--- src/rtl/mc_control_fsm.sv ---
`default_nettype none
// ============================================================================
// Module   : mc_control_fsm
// Brief    : RV32 multicycle sequencer: decode, memory wait, branch resolve
// Revision : 1.0 - initial release
// ============================================================================
module mc_control_fsm #(
    parameter int MEM_WAIT_EN = 1
) (
    input  logic       clk,
    input  logic       reset,
    input  logic [6:0] op,
    input  logic [2:0] func3,
    input  logic       func7b5,
    input  logic       Zero,
    input  logic       Negative,
    input  logic       Carry,
    input  logic       Overflow,
    input  logic       MemReady,
    output logic       RegWrite,
    output logic       IRWrite,
    output logic       PCWrite,
    output logic       MemWrite,
    output logic       AdrSrc,
    output logic [1:0] ResultSrc,
    output logic [1:0] ALUSrcA,
    output logic [1:0] ALUSrcB,
    output logic [2:0] ImmSrc,
    output logic [2:0] ALUControl,
    output logic       Illegal
);

    localparam logic [6:0] c_OP_LOAD   = 7'b0000011;
    localparam logic [6:0] c_OP_STORE  = 7'b0100011;
    localparam logic [6:0] c_OP_RTYPE  = 7'b0110011;
    localparam logic [6:0] c_OP_ITYPE  = 7'b0010011;
    localparam logic [6:0] c_OP_BRANCH = 7'b1100011;
    localparam logic [6:0] c_OP_JAL    = 7'b1101111;
    localparam logic [6:0] c_OP_JALR   = 7'b1100111;
    localparam logic [6:0] c_OP_LUI    = 7'b0110111;
    localparam logic [6:0] c_OP_AUIPC  = 7'b0010111;

    localparam logic [2:0] c_IMM_I = 3'b000;
    localparam logic [2:0] c_IMM_S = 3'b001;
    localparam logic [2:0] c_IMM_B = 3'b010;
    localparam logic [2:0] c_IMM_J = 3'b011;
    localparam logic [2:0] c_IMM_U = 3'b100;

    localparam logic [2:0] c_ALU_ADD  = 3'b000;
    localparam logic [2:0] c_ALU_SUB  = 3'b001;
    localparam logic [2:0] c_ALU_AND  = 3'b010;
    localparam logic [2:0] c_ALU_OR   = 3'b011;
    localparam logic [2:0] c_ALU_XOR  = 3'b100;
    localparam logic [2:0] c_ALU_SLT  = 3'b101;
    localparam logic [2:0] c_ALU_SLTU = 3'b110;
    localparam logic [2:0] c_ALU_PASS = 3'b111;

    localparam logic [1:0] c_SRCA_PC    = 2'd0;
    localparam logic [1:0] c_SRCA_OLDPC = 2'd1;
    localparam logic [1:0] c_SRCA_REG   = 2'd2;
    localparam logic [1:0] c_SRCB_WDATA = 2'd0;
    localparam logic [1:0] c_SRCB_IMM   = 2'd1;
    localparam logic [1:0] c_SRCB_FOUR  = 2'd2;
    localparam logic [1:0] c_RES_ALUOUT = 2'd0;
    localparam logic [1:0] c_RES_DATA   = 2'd1;
    localparam logic [1:0] c_RES_ALURES = 2'd2;

    typedef enum logic [3:0] {
        S_FETCH    = 4'd0,
        S_DECODE   = 4'd1,
        S_MEMADR   = 4'd2,
        S_MEMREAD  = 4'd3,
        S_MEMWB    = 4'd4,
        S_MEMWRITE = 4'd5,
        S_EXECR    = 4'd6,
        S_EXECI    = 4'd7,
        S_ALUWB    = 4'd8,
        S_BRANCH   = 4'd9,
        S_JAL      = 4'd10,
        S_JALR1    = 4'd11,
        S_JALR2    = 4'd12,
        S_LUI      = 4'd13,
        S_AUIPC    = 4'd14,
        S_TRAP     = 4'd15
    } state_t;

    state_t     r_state;
    state_t     w_next_state;
    logic       w_mem_ready;
    logic       w_is_store;
    logic       w_func_legal;
    logic [2:0] w_func_alu;
    logic       w_r_legal;
    logic [2:0] w_r_alu;
    logic       w_lt;
    logic       w_branch_taken;
    logic       w_branch_legal;

    assign w_mem_ready = (MEM_WAIT_EN != 0) ? MemReady : 1'b1;
    assign w_is_store  = (op == c_OP_STORE);

    // Shared func3 map for register and immediate ALU ops; shifts are unsupported.
    always_comb begin
        w_func_alu   = c_ALU_ADD;
        w_func_legal = 1'b1;
        case (func3)
            3'b000:  w_func_alu = c_ALU_ADD;
            3'b111:  w_func_alu = c_ALU_AND;
            3'b110:  w_func_alu = c_ALU_OR;
            3'b100:  w_func_alu = c_ALU_XOR;
            3'b010:  w_func_alu = c_ALU_SLT;
            3'b011:  w_func_alu = c_ALU_SLTU;
            default: w_func_legal = 1'b0;
        endcase
    end

    assign w_r_legal = w_func_legal && (!func7b5 || (func3 == 3'b000));
    assign w_r_alu   = (func7b5 && (func3 == 3'b000)) ? c_ALU_SUB : w_func_alu;

    // Carry is the no-borrow flag of A-B, so unsigned less-than is !Carry.
    assign w_lt = Negative ^ Overflow;

    always_comb begin
        w_branch_taken = 1'b0;
        w_branch_legal = 1'b1;
        case (func3)
            3'b000:  w_branch_taken = Zero;
            3'b001:  w_branch_taken = !Zero;
            3'b100:  w_branch_taken = w_lt;
            3'b101:  w_branch_taken = !w_lt;
            3'b110:  w_branch_taken = !Carry;
            3'b111:  w_branch_taken = Carry;
            default: w_branch_legal = 1'b0;
        endcase
    end

    always_ff @(posedge clk) begin
        if (reset) begin
            r_state <= S_FETCH;
        end else begin
            r_state <= w_next_state;
        end
    end

    always_comb begin
        w_next_state = r_state;
        RegWrite     = 1'b0;
        IRWrite      = 1'b0;
        PCWrite      = 1'b0;
        MemWrite     = 1'b0;
        AdrSrc       = 1'b0;
        ResultSrc    = c_RES_ALUOUT;
        ALUSrcA      = c_SRCA_PC;
        ALUSrcB      = c_SRCB_WDATA;
        ImmSrc       = c_IMM_I;
        ALUControl   = c_ALU_ADD;
        Illegal      = 1'b0;
        case (r_state)
            S_FETCH: begin
                ALUSrcB   = c_SRCB_FOUR;
                ResultSrc = c_RES_ALURES;
                IRWrite   = w_mem_ready;
                PCWrite   = w_mem_ready;
                if (w_mem_ready) begin
                    w_next_state = S_DECODE;
                end
            end
            S_DECODE: begin
                // Precompute the branch/jal target into ALUOut.
                ALUSrcA = c_SRCA_OLDPC;
                ALUSrcB = c_SRCB_IMM;
                ImmSrc  = (op == c_OP_JAL) ? c_IMM_J : c_IMM_B;
                case (op)
                    c_OP_LOAD, c_OP_STORE: w_next_state = S_MEMADR;
                    c_OP_RTYPE:            w_next_state = S_EXECR;
                    c_OP_ITYPE:            w_next_state = S_EXECI;
                    c_OP_BRANCH:           w_next_state = S_BRANCH;
                    c_OP_JAL:              w_next_state = S_JAL;
                    c_OP_JALR:             w_next_state = S_JALR1;
                    c_OP_LUI:              w_next_state = S_LUI;
                    c_OP_AUIPC:            w_next_state = S_AUIPC;
                    default:               w_next_state = S_TRAP;
                endcase
            end
            S_MEMADR: begin
                ALUSrcA = c_SRCA_REG;
                ALUSrcB = c_SRCB_IMM;
                ImmSrc  = w_is_store ? c_IMM_S : c_IMM_I;
                if (func3 != 3'b010) begin
                    w_next_state = S_TRAP;
                end else if (w_is_store) begin
                    w_next_state = S_MEMWRITE;
                end else begin
                    w_next_state = S_MEMREAD;
                end
            end
            S_MEMREAD: begin
                AdrSrc = 1'b1;
                if (w_mem_ready) begin
                    w_next_state = S_MEMWB;
                end
            end
            S_MEMWB: begin
                ResultSrc    = c_RES_DATA;
                RegWrite     = 1'b1;
                w_next_state = S_FETCH;
            end
            S_MEMWRITE: begin
                AdrSrc   = 1'b1;
                MemWrite = 1'b1;
                if (w_mem_ready) begin
                    w_next_state = S_FETCH;
                end
            end
            S_EXECR: begin
                ALUSrcA = c_SRCA_REG;
                ALUSrcB = c_SRCB_WDATA;
                if (w_r_legal) begin
                    ALUControl   = w_r_alu;
                    w_next_state = S_ALUWB;
                end else begin
                    w_next_state = S_TRAP;
                end
            end
            S_EXECI: begin
                ALUSrcA = c_SRCA_REG;
                ALUSrcB = c_SRCB_IMM;
                ImmSrc  = c_IMM_I;
                if (w_func_legal) begin
                    ALUControl   = w_func_alu;
                    w_next_state = S_ALUWB;
                end else begin
                    w_next_state = S_TRAP;
                end
            end
            S_ALUWB: begin
                RegWrite     = 1'b1;
                w_next_state = S_FETCH;
            end
            S_BRANCH: begin
                ALUSrcA      = c_SRCA_REG;
                ALUSrcB      = c_SRCB_WDATA;
                ALUControl   = c_ALU_SUB;
                PCWrite      = w_branch_taken;
                w_next_state = w_branch_legal ? S_FETCH : S_TRAP;
            end
            S_JAL: begin
                ALUSrcA      = c_SRCA_OLDPC;
                ALUSrcB      = c_SRCB_FOUR;
                PCWrite      = 1'b1;
                w_next_state = S_ALUWB;
            end
            S_JALR1: begin
                ALUSrcA      = c_SRCA_REG;
                ALUSrcB      = c_SRCB_IMM;
                ImmSrc       = c_IMM_I;
                w_next_state = (func3 == 3'b000) ? S_JALR2 : S_TRAP;
            end
            S_JALR2: begin
                // Target bit 0 is deliberately left as computed.
                ALUSrcA      = c_SRCA_OLDPC;
                ALUSrcB      = c_SRCB_FOUR;
                PCWrite      = 1'b1;
                w_next_state = S_ALUWB;
            end
            S_LUI: begin
                ALUSrcB      = c_SRCB_IMM;
                ImmSrc       = c_IMM_U;
                ALUControl   = c_ALU_PASS;
                w_next_state = S_ALUWB;
            end
            S_AUIPC: begin
                ALUSrcA      = c_SRCA_OLDPC;
                ALUSrcB      = c_SRCB_IMM;
                ImmSrc       = c_IMM_U;
                w_next_state = S_ALUWB;
            end
            S_TRAP: begin
                Illegal = 1'b1;
            end
            default: begin
                w_next_state = S_TRAP;
            end
        endcase
        // No architectural write may escape during a reset cycle.
        if (reset) begin
            RegWrite = 1'b0;
            IRWrite  = 1'b0;
            PCWrite  = 1'b0;
            MemWrite = 1'b0;
            Illegal  = 1'b0;
        end
    end

endmodule
`default_nettype wire

--- config.mk ---
export PLATFORM = sky130hd
export DESIGN_NAME = mc_control_fsm
export DESIGN_NICKNAME = d
export VERILOG_FILES = /design/src/rtl/mc_control_fsm.sv
export SDC_FILE = /design/constraint.sdc
export NUM_CORES = 1
export LEC_CHECK = 0
export CORE_MARGIN = 3
export CORE_UTILIZATION = 30
export DETAILED_ROUTE_END_ITERATION = 10
export PLACE_DENSITY = 0.67
export SLEW_MARGIN = 20
export SYNTH_ARGS = -nofsm -noshare
export SYNTH_HDL_FRONTEND = slang
export SYNTH_SLANG_ARGS = --single-unit
--- constraint.sdc ---
create_clock -name clk -period 4.6 [get_ports clk]
set_input_delay 0.69 -clock clk [delete_from_list [all_inputs] [get_ports clk]]
set_output_delay 0.69 -clock clk [all_outputs]
set_load 0.02 [all_outputs]
* After elaboration in Yosys (flattened, before gate mapping)
Cells that the tools add are included.
** Operators by class
- Equality and inequality tests :: 35
- Multiplexer cells :: 36
- Bitwise gates (word level) :: 1
- Reductions and logical operators :: 23
** Operators with widths (number)
- $pmux W4 S11 :: 1
- $eq A4 B4 Y1 const B :: 8
- $pmux W4 S8 :: 1
- $eq A7 B6 Y1 const B :: 3
- $eq A7 B7 Y1 const B :: 3
- $mux W4 :: 5
- $mux W3 :: 6
- $reduce_or A6 Y1 :: 3
- $eq A4 B3 Y1 const B :: 4
- $pmux W3 S5 :: 1
- $eq A7 B5 Y1 const B :: 2
- $mux W1 :: 14
- $eq A3 B3 Y1 const B :: 4
- $pmux W2 S2 :: 3
- $pmux W3 S4 :: 1
- $reduce_bool A11 Y1 :: 1
- $reduce_or A2 Y1 :: 5
- $pmux W3 S3 :: 1
- $eq A4 B2 Y1 const B :: 2
- $reduce_or A4 Y1 :: 2
- $eq A7 B2 Y1 const B :: 1
- $eq A3 B2 Y1 const B :: 2
- $ne A2 B2 Y1 const B :: 3
- $pmux W1 S6 :: 1
- 14 further kinds :: 18
** Storage, ports and cells
- Flip-flop bits (word level) :: 4
- Bits of input ports :: 18
- Output and inout port bits :: 18
- Word-level logic and storage cells :: 96

* Logic depth before layout (Yosys ltp)
- Depth after elaboration :: 6
- Depth in mapped cells :: 6
- Gate-level depth less buffers :: 5

* Worst setup path before layout
Ideal clock, no wire load.
- Kind :: input-to-output
- Start :: input func3[0]
- End :: output PCWrite
- Arrival time :: 1904 ps
- Data required time :: 3910 ps
- Setup slack :: 2006 ps
- Cell stages on the path :: 5
- Buffers on the path :: 1
- Cell sequence :: clkbuf_1 nor3b_1 mux2i_1 a311o_1 a21oi_1
** On the way
- Longest elaborated chain between the ends :: 4
- Elaborated cells between the ends (all ways) :: 9
- Classes of those cells :: 5 x eq/ne; 3 x mux; 1 x reduce/logical
** Ends and longest elaborated chain
- start: declaration :: RTL line 13 : input logic [2:0] func3,
- $eq A3 B3 Y1 (tied with other cells) :: RTL line 126 : case (func3)
- $pmux W1 S6 * :: RTL line 126
- $pmux W1 S3 * :: RTL line 158 : case (r_state)
- $mux W1 * :: RTL line 286 : if (reset) begin
- end: declaration :: RTL line 22 : output logic PCWrite,
Mark *: on every way between the ends. The rest lies on a longest branch, timed or not.

* Worst setup path in the final report
- Start :: input func3[2]
- End :: output PCWrite
Same word-level chain as after synthesis.

==> run metrics <==
status complete, no violations; Power Dens Cells 513 nW/um^2; clock share of power 6.5%; # IOs 36; n_diodes 0; Starting Density 32.7%; Worst Skew 3.55 ps; DRC viols 0; synth warn 0; dpl ws 1090 ps; Tightest Pin Transition 830 ps; sequential fraction of the synthesis area 8.59%; Hold WS 868 ps; top flop regs r_state (4); crit start category input pin; max-slew violations 0; hold depth 2; routed wire length 2640 um; gr usage total 13.5%; Worst-path clk slew 40 ps; vias in the first global route 953; Post-synth EDFFs 0; most common flop cell mapped by yosys dfxtp_1; hpwl dp 2060 um; minimum clock period 3520 ps; grt ovf 0; TritonCTS clock tree done; Placed Cells 185; distinct cell type count after synthesis 56; max reg flops 4; leak pwr 0.432 nW; Port Buffer Count 35; Reg2Reg Depth 4; #FFs+latches synth 4; fin crit share 76.6%; First DRT Iteration DRCs 62; Final Setup Violations 0; worst endpoint required time 3910 ps; Post-CTS Hold Buffers 0; first-pass GRT wire length 4000 um; Tightest Hold Check Type flop to flop; sequential share of power 20.4%; Num Clock Sinks 4; via-per-instance ratio 5.58; cts repair resizes 0; die width 61.7 um; final hold vios 0; Worst Setup Path Type input pin to primary output; Largest Register r_state; max-cap violations 0; P_int 309 uW; Logic pwr share 73.1%; VDD IR max 0.206 mV; Total Negative Setup Slacks 0 ps; Critical Path End Type primary output; r2r setup slk 2540 ps; Clock Path Buffers 2; CP arrival 2830 ps; Syn Nets 148; clock latency on the worst-skew pair 230 ps; Sw Share 51.9%; detailed-route via count 1049; CTS Root Cell clkbuf_4; fmax 284 MHz; reg-to-reg endpoint r_state[2]$_SDFFE_PP0P_; Layout area overhead 34.2%; Worst Min Path Start r_state[3]$_SDFFE_PP0P_; area occupied by multi-input gates 744 um^2; H-tree level count 1; num rows 19; Final Wtd Congestion 0.875; die area 3810 um^2; core area 2850 um^2; Hold Path Sink r_state[2]$_SDFFE_PP0P_; Inserted Clock Buffers 3; pin count of the biggest net entering global routing 23; FF+latch area 80.1 um^2; RR Startpoint r_state[1]$_SDFFE_PP0P_; layout cell share with drive strength beyond 1 8.28%; Die Y 61.7 um; Post-CTS Repair Setup Buffers 0; P_sw 333 uW; remaining antenna violation count after routing 0; wire per inst 14.0 um; Avg Cell Area, Syn 7.17 um^2; Slew headroom 44.6%; Power Total 641 uW; fillers 305; final std cells w/o fill 188; RSZ-0062 raised after global routing false; initial antenna violation count 0; Crit Path Max Fanout 8; Detailed Routing Iterations Pass 1 4; final worst slack 1080 ps; Gate Count Post-Synth 130; ys async rst share 0%; nets@finish 177; Cell Area, Synth 932 um^2
[kinds of logic after synthesis]
group | share of synthesized area (%)
buffers and inverters | 11.5
muxes | 2.28
xor gates and xnor gates | 6.58
DFF | 8.59
AOI/OAI and AO/OA | 30.2
and+or+nand+nor | 40.8
[area by class of cell]
type | instances | area share [%]
multi-input combinational | 111 | 59.5
sequential | 4 | 6.40
timing repair buffer | 35 | 28.0
clock buffer | 3 | 1.80
tap | 31 | 3.10
inverter | 4 | 1.20
[stage by stage]
stage	area [um^2]	utilization (%)
after floorplan	932	-
after global placement	1230	43.1
after detailed placement	1230	43.1
after CTS	1250	43.9
after global routing	1250	43.9
final	1250	43.9
[critical path: stages]
cell,delay (ps)
clkdlybuf4s50_1,610
nor3b_1,270
mux2i_1,110
a311o_1,360
a21oi_1,160
clkdlybuf4s50_1,620
[Yosys cell counts (2+ instances only)]
master | n | area, um^2
buf_6 | 2 | 22.5
nor3b_1 | 3 | 22.5
a21oi_1 | 8 | 40.0
nand2_1 | 10 | 37.5
nand2b_1 | 4 | 25.0
a311oi_1 | 3 | 26.3
nor2_1 | 14 | 52.6
inv_1 | 2 | 7.51
nand3_1 | 6 | 30.0
o21bai_1 | 3 | 22.5
nor3_1 | 2 | 10.0
xor2_1 | 2 | 17.5
or3b_1 | 2 | 17.5
o21ai_1 | 2 | 10.0
and3b_2 | 2 | 20.0
clkbuf_1 | 2 | 7.51
o211ai_1 | 3 | 22.5
or3_1 | 3 | 18.8
xnor2_1 | 5 | 43.8
o2111ai_1 | 2 | 17.5
a21boi_1 | 2 | 15.0
nor2b_1 | 5 | 31.3
nor4_1 | 2 | 12.5
dfxtp_1 | 4 | 80.1
clkbuf_8 | 3 | 41.3
o21ai_0 | 3 | 15.0
buf_2 | 2 | 10.0
[cell usage in the layout, fill, tap and decap left out, types with 2 or more instances in the layout]
master | Yosys | layout
nor3b_1 | 3 | 3
nor3_1 | 2 | 2
or3b_1 | 2 | 2
nor4_1 | 2 | 2
dfxtp_1 | 4 | 4
a21boi_1 | 2 | 2
a311oi_1 | 3 | 3
clkbuf_4 | 1 | 3
o21ai_0 | 3 | 3
a21oi_1 | 8 | 8
o2111ai_1 | 2 | 2
and3b_2 | 2 | 2
xnor2_1 | 5 | 5
xor2_1 | 2 | 2
nand2_1 | 10 | 10
o21ai_1 | 2 | 2
or3_1 | 3 | 3
o21bai_1 | 3 | 3
clkdlybuf4s50_1 | 0 | 35
o211ai_1 | 3 | 3
inv_1 | 2 | 2
nor2b_1 | 5 | 5
nand2b_1 | 4 | 4
nand3_1 | 6 | 6
nor2_1 | 14 | 14
[layer usage]
layer | up-vias | GRT usage [%] | routed length (um)
met4 | 0 | 3.03 | 0
li1 | 537 | - | -
met3 | 0 | 2.27 | 147
met1 | 479 | 16.0 | 1200
met2 | 33 | 25.1 | 1290
met5 | - | 0 | 0
[how the worst max path moves through the flow]
stage                        start      end  slack (ps)
final                     func3[2]  PCWrite        1080
after global routing      func3[2]  PCWrite         930
after CTS                 func3[2]  PCWrite        1080
after detailed placement  func3[2]  PCWrite        1090
after global placement    func3[2]  PCWrite        1130
after floorplan           func3[0]  PCWrite        2010
[power by group through the flow]
stage | registers (mW) | logic [mW] | clock network [mW]
3_5_place_dp | 0.130 | 0.469 | 0
4_1_cts | 0.131 | 0.471 | 0.0439
3_3_place_gp | 0.131 | 0.464 | 0
2_1_floorplan | 0.0637 | 0.397 | 0
6_report | 0.131 | 0.469 | 0.0420
5_1_grt | 0.138 | 0.513 | 0.0480
Note: power is estimated with default switching activity, not from simulation.
